**src/rtl/prefix_adder_pipe.sv**
```systemverilog
// Brent-Kung adder/subtractor in a LAT-stage (1..3) elastic pipeline; every stage stalls together while out_valid && !out_ready.
// Defining PREFIX_ADDER_OVF_EN adds the registered signed-overflow output out_ovf.
module prefix_adder_pipe #(
  parameter int WIDTH = 8,
  parameter int LAT   = 3
) (
  input  logic             clk,
  input  logic             rst,
  input  logic             in_valid,
  output logic             in_ready,
  input  logic [WIDTH-1:0] in_a,
  input  logic [WIDTH-1:0] in_b,
  input  logic             in_cin,
  input  logic             in_sub,
  output logic             out_valid,
  input  logic             out_ready,
  output logic [WIDTH-1:0] out_sum,
`ifdef PREFIX_ADDER_OVF_EN
  output logic             out_ovf,
`endif
  output logic             out_cout
);

  localparam int L = $clog2(WIDTH);

  logic adv;
  assign adv      = !out_valid || out_ready;
  assign in_ready = adv;

  logic [WIDTH-1:0] b_eff, g0, p0;
  logic             c0;
  assign b_eff = in_b ^ {WIDTH{in_sub}};
  assign g0    = in_a & b_eff;
  assign p0    = in_a ^ b_eff;
  assign c0    = in_cin ^ in_sub;

  logic [WIDTH-1:0] g1, p1;
  logic             c1, v1;
  if (LAT >= 2) begin : g_gp_reg
    always_ff @(posedge clk) begin
      if (rst) begin
        v1 <= 1'b0;
        g1 <= '0;
        p1 <= '0;
        c1 <= 1'b0;
      end else if (adv) begin
        v1 <= in_valid;
        g1 <= g0;
        p1 <= p0;
        c1 <= c0;
      end
    end
  end else begin : g_gp_wire
    assign v1 = in_valid;
    assign g1 = g0;
    assign p1 = p0;
    assign c1 = c0;
  end

  // Carry-in is folded into bit 0's generate so the prefix tree yields carries directly.
  for (genvar l = 0; l <= L; l++) begin : up_lvl
    logic [WIDTH-1:0] g, p;
    if (l == 0) begin : g_init
      assign g = {g1[WIDTH-1:1], g1[0] | (p1[0] & c1)};
      assign p = p1;
    end else begin : g_comb
      for (genvar i = 0; i < WIDTH; i++) begin : g_bit
        if (((i + 1) % (2 ** l)) == 0) begin : g_node
          assign g[i] = up_lvl[l-1].g[i] | (up_lvl[l-1].p[i] & up_lvl[l-1].g[i-2**(l-1)]);
          assign p[i] = up_lvl[l-1].p[i] & up_lvl[l-1].p[i-2**(l-1)];
        end else begin : g_pass
          assign g[i] = up_lvl[l-1].g[i];
          assign p[i] = up_lvl[l-1].p[i];
        end
      end
    end
  end

  logic [WIDTH-1:0] g2, pu2, p2;
  logic             c2, v2;
  if (LAT == 3) begin : g_up_reg
    always_ff @(posedge clk) begin
      if (rst) begin
        v2  <= 1'b0;
        g2  <= '0;
        pu2 <= '0;
        p2  <= '0;
        c2  <= 1'b0;
      end else if (adv) begin
        v2  <= v1;
        g2  <= up_lvl[L].g;
        pu2 <= up_lvl[L].p;
        p2  <= p1;
        c2  <= c1;
      end
    end
  end else begin : g_up_wire
    assign v2  = v1;
    assign g2  = up_lvl[L].g;
    assign pu2 = up_lvl[L].p;
    assign p2  = p1;
    assign c2  = c1;
  end

  // Only down-sweep nodes consume the up-sweep group propagates.
  logic pu_unused;
  assign pu_unused = ^pu2;

  for (genvar k = 0; k < L; k++) begin : dn_lvl
    logic [WIDTH-1:0] g;
    if (k == 0) begin : g_init
      assign g = g2;
    end else begin : g_comb
      localparam int S = 2 ** (L - 1 - k);
      for (genvar i = 0; i < WIDTH; i++) begin : g_bit
        if ((((i + 1) % (2 * S)) == S) && (i >= 3 * S - 1)) begin : g_node
          assign g[i] = dn_lvl[k-1].g[i] | (pu2[i] & dn_lvl[k-1].g[i-S]);
        end else begin : g_pass
          assign g[i] = dn_lvl[k-1].g[i];
        end
      end
    end
  end

  logic [WIDTH-1:0] co, cy, sum_c;
  assign co    = dn_lvl[L-1].g;
  assign cy    = {co[WIDTH-2:0], c2};
  assign sum_c = p2 ^ cy;

  always_ff @(posedge clk) begin
    if (rst) begin
      out_valid <= 1'b0;
      out_sum   <= '0;
      out_cout  <= 1'b0;
`ifdef PREFIX_ADDER_OVF_EN
      out_ovf   <= 1'b0;
`endif
    end else if (adv) begin
      out_valid <= v2;
      out_sum   <= sum_c;
      out_cout  <= co[WIDTH-1];
`ifdef PREFIX_ADDER_OVF_EN
      out_ovf   <= cy[WIDTH-1] ^ co[WIDTH-1];
`endif
    end
  end

endmodule

```
**config.mk**
```make
export PLATFORM = sky130hd
export DESIGN_NAME = prefix_adder_pipe
export DESIGN_NICKNAME = d
export VERILOG_FILES = /design/src/rtl/prefix_adder_pipe.sv
export SDC_FILE = /design/constraint.sdc
export NUM_CORES = 1
export LEC_CHECK = 0
export CAP_MARGIN = 20
export CORE_MARGIN = 2
export CORE_UTILIZATION = 40
export DETAILED_ROUTE_END_ITERATION = 12
export GPL_TIMING_DRIVEN = 0
export HOLD_SLACK_MARGIN = 0.08
export PLACE_DENSITY = 0.68
export SLEW_MARGIN = 20
export SYNTH_ARGS = -nofsm -noshare
export SYNTH_HDL_FRONTEND = slang
export SYNTH_SLANG_ARGS = --single-unit
```
**constraint.sdc**
```tcl
create_clock -name clk -period 1.4 [get_ports clk]
set_input_delay 0.21 -clock clk [delete_from_list [all_inputs] [get_ports clk]]
set_output_delay 0.21 -clock clk [all_outputs]
set_load 0.05 [all_outputs]
```
==> impl_metrics.json, run 1 <==
{
  "ff2ff_setup_slack_ps": 90,
  "antenna_found_initial": 0,
  "syn_inst": 239,
  "synth_fp_nets": 272,
  "worstReg2RegEnd": "out_sum[7]$_SDFFE_PP0P_",
  "violations": "negative setup slack",
  "cts_htree_levels": 2,
  "power_leakage_nw": 1.04,
  "ant_nets": 0,
  "layout-drive-gt1-share": 0.104,
  "clock_latency_ps": 300,
  "max_freq_mhz": 712,
  "holdCritStartpoint": "rst",
  "end_kind": "output pin",
  "diodes": 0,
  "fill_cells": 469,
  "grt_start_max_net_pins": 13,
  "rsz0062_at_grt": "true",
  "routedWlPerCell_microns": 12.9,
  "routabilityCongestion": 0.829,
  "cp.arrival_ps": 1190,
  "worstSetupStartpointType": "register",
  "fin_area_sq_mm": 0.00248,
  "grt_pass1_vias": 1499,
  "num_rows": 25,
  "maxCapViolCount": 0,
  "core_area_sq_mm": 0.00472,
  "wirelength_microns": 4460,
  "crit_required_ps": 1190,
  "cts_tree": "yes",
  "final_max_slew_viol_count": 0,
  "clock_path_buffers": 2,
  "crit_start": "out_valid$_SDFFE_PP0P_",
  "die_area_sq_mm": 0.00549,
  "hold_viol": 0,
  "grt_pass1_wl_microns": 6990,
  "min_path_cells": 2,
  "grtUsageTotal": 0.172,
  "vias": 1714,
  "ys_seq_area_frac": 0.479,
  "finalSetupTns_ps": -4.89,
  "portBuffers": 30,
  "crit_type": "register to output pin",
  "cts_hold_buf": 0,
  "via_per_inst": 4.94,
  "area_growth_pct": 26.4,
  "start_util": 0.416,
  "status": "finished, violations left",
  "max-vdd-ir-drop_uv": 498,
  "critical_path.max_fanout": 5,
  "slew_headroom": 0.617,
  "hold_end": "out_sum[1]$_SDFFE_PP0P_",
  "drcViolationCount": 0,
  "syn_avg_cell_area_sq_um": 8.22,
  "ys_ff_latch": 47,
  "ios": 33,
  "finalCriticalPeriod_ps": 1400,
  "dieHeight_microns": 74.1,
  "yosys_warnings": 0,
  "clockRootBuffer": "clkbuf_8",
  "tightest_slew_ps": 575,
  "synth_cell_types": 27,
  "dp_hpwl_microns": 3080,
  "syn-cell-area_sq_mm": 0.00197,
  "fin_worst_skew_ps": 2.91,
  "power_density_mw_per_mm2": 1080,
  "die_w_microns": 74.1,
  "setup_viol": 1,
  "pre_cts_ws_ps": -904,
  "place_area_sq_mm": 0.00235,
  "r2r-start": "dn_lvl[0].g[3]$_SDFFE_PP0P_",
  "fin_crit_sh": 1.00,
  "firstDrtPassIters": 4,
  "fin_nets": 314,
  "clkTransAtPathRegs_ps": 80,
  "hold_class": "input pin to register",
  "fin_ws_ps": -4.89,
  "first_iter_violations": 153,
  "grt-ovfl-total": 0,
  "reg2regPathDepth": 5,
  "numCtsBuffers": 5,
  "cts.sinks": 47
}
-- cells by family (layout without fill, tap and decap cells) --
kind of cell	Yosys count	count (layout)	share of synthesized area
AOI/OAI and AO/OA	58	58	0.171
DFF	47	47	0.479
xor gates and xnor gates	11	11	0.0490
adders and majority gates	11	11	0.0700
and+or+nand+nor	94	94	0.190
buffers and inverters	18	59	0.0420
-- placed cells by master, fill, tap and decap left out, drive strengths merged --
master / count
o21ai: 5
a21oi: 41
nand4: 1
xor2: 8
xnor2: 3
nor2: 10
nor2b: 1
a21o: 3
or3: 3
a211oi: 4
clkdlybuf4s50: 18
inv: 2
clkdlybuf4s15: 5
nand2: 75
nand3: 4
buf: 16
clkbuf: 13
dlymetal6s2s: 1
a311oi: 1
a31oi: 1
dfxtp: 47
dlygate4sd2: 4
o21a: 1
a211o: 1
ha: 11
a21boi: 1
-- area by class of cell --
type / instances / area (sq um) / share of cell area
Multi-Input combinational cell: 174 / 950 / 0.382
Sequential cell: 47 / 942 / 0.379
Timing Repair Buffer: 36 / 343 / 0.138
Tap cell: 67 / 83.8 / 0.0338
Buffer: 15 / 80.1 / 0.0322
Clock buffer: 6 / 72.6 / 0.0292
Inverter: 2 / 12.5 / 0.00504
-- worst max path at each step --
| stage | end | slack (ps) | cells after the start |
|---|---|---|---|
| finish | in_ready | -5 | 4 |
| floorplan | p1[3]$_SDFFE_PP0P_ | 6 | 6 |
| global placement | in_ready | -890 | 6 |
| CTS | in_ready | -80 | 5 |
| global route | in_ready | -30 | 4 |
| detailed placement | in_ready | -900 | 6 |
-- routing by layer --
layer,vias up,GRT usage,wire length [microns]
met2,32,0.274,2170
met5,-,0,0
li1,873,-,-
met3,3,0.0352,163
met1,806,0.222,2080
met4,0,0.0828,43
-- where the power goes --
part,switching [mW],total [mW],internal (mW)
combinational,0.236,0.425,0.188
sequential,0.0659,1.49,1.43
clock,0.426,0.759,0.333
-- synth_stat cells --
| master | n | area [sq um] |
|---|---|---|
| nor2_2 | 1 | 6.26 |
| clkbuf_1 | 6 | 22.5 |
| dfxtp_1 | 47 | 941 |
| a31oi_1 | 1 | 6.26 |
| ha_1 | 11 | 138 |
| nor2b_1 | 1 | 6.26 |
| a211o_1 | 1 | 8.76 |
| a211oi_1 | 4 | 30.0 |
| a21o_1 | 3 | 22.5 |
| o21ai_0 | 3 | 15.0 |
| buf_4 | 1 | 7.51 |
| nand2_1 | 75 | 282 |
| a21oi_1 | 40 | 200 |
| a21oi_2 | 1 | 8.76 |
| xnor2_1 | 3 | 26.3 |
| buf_2 | 9 | 45.0 |
| inv_2 | 1 | 3.75 |
| xor2_1 | 8 | 70.1 |
| nand4_1 | 1 | 6.26 |
| nor2_1 | 9 | 33.8 |
| inv_1 | 1 | 3.75 |
| nand3_1 | 4 | 20.0 |
| a21boi_2 | 1 | 11.3 |
| a311oi_2 | 1 | 15.0 |
| o21ai_1 | 2 | 10.0 |
| o21a_1 | 1 | 7.51 |
| or3_1 | 3 | 18.8 |
-- worst max-delay path, cell delays in order, from the launching register on --
cell and delay (ps):
dfxtp_2 330, nor2b_4 240, inv_6 50, buf_8 130, buf_8 140
-- sequential cells by signal, summed over array words and instances (netlist names), 4 cells and up --
signal and cells:
p2 5, p1 8, out_sum 8, pu2 4, dn_lvl.g 8, g1 8
-- through the flow --
step / std cells / util / hold slack [ps] / total power [mW]
2_1_floorplan: 239 / - / 350 / 1.79
3_3_place_gp: 336 / 0.498 / 438 / 1.94
3_5_place_dp: 336 / 0.498 / 443 / 1.95
4_1_cts: 342 / 0.515 / 397 / 2.67
5_1_grt: 347 / 0.526 / 396 / 2.79
6_report: 347 / 0.526 / 385 / 2.68
-- what timing repair did --
action / 4_1_cts / 5_1_grt
resized for setup: 24 / 10
setup buffers: 0 / 6
endpoints found under the setup margin: 11 / 17
cloned: 0 / 0
Note: power is estimated with default switching activity, not from simulation.
==> run 2, diff against run 1 <==
- CTS_CLUSTER_DIAMETER: default -> 60
- TNS_END_PERCENT: default -> 1
==> results of run 2 <==
No change in the layout: final DEF, timing and power equal those of run 1.
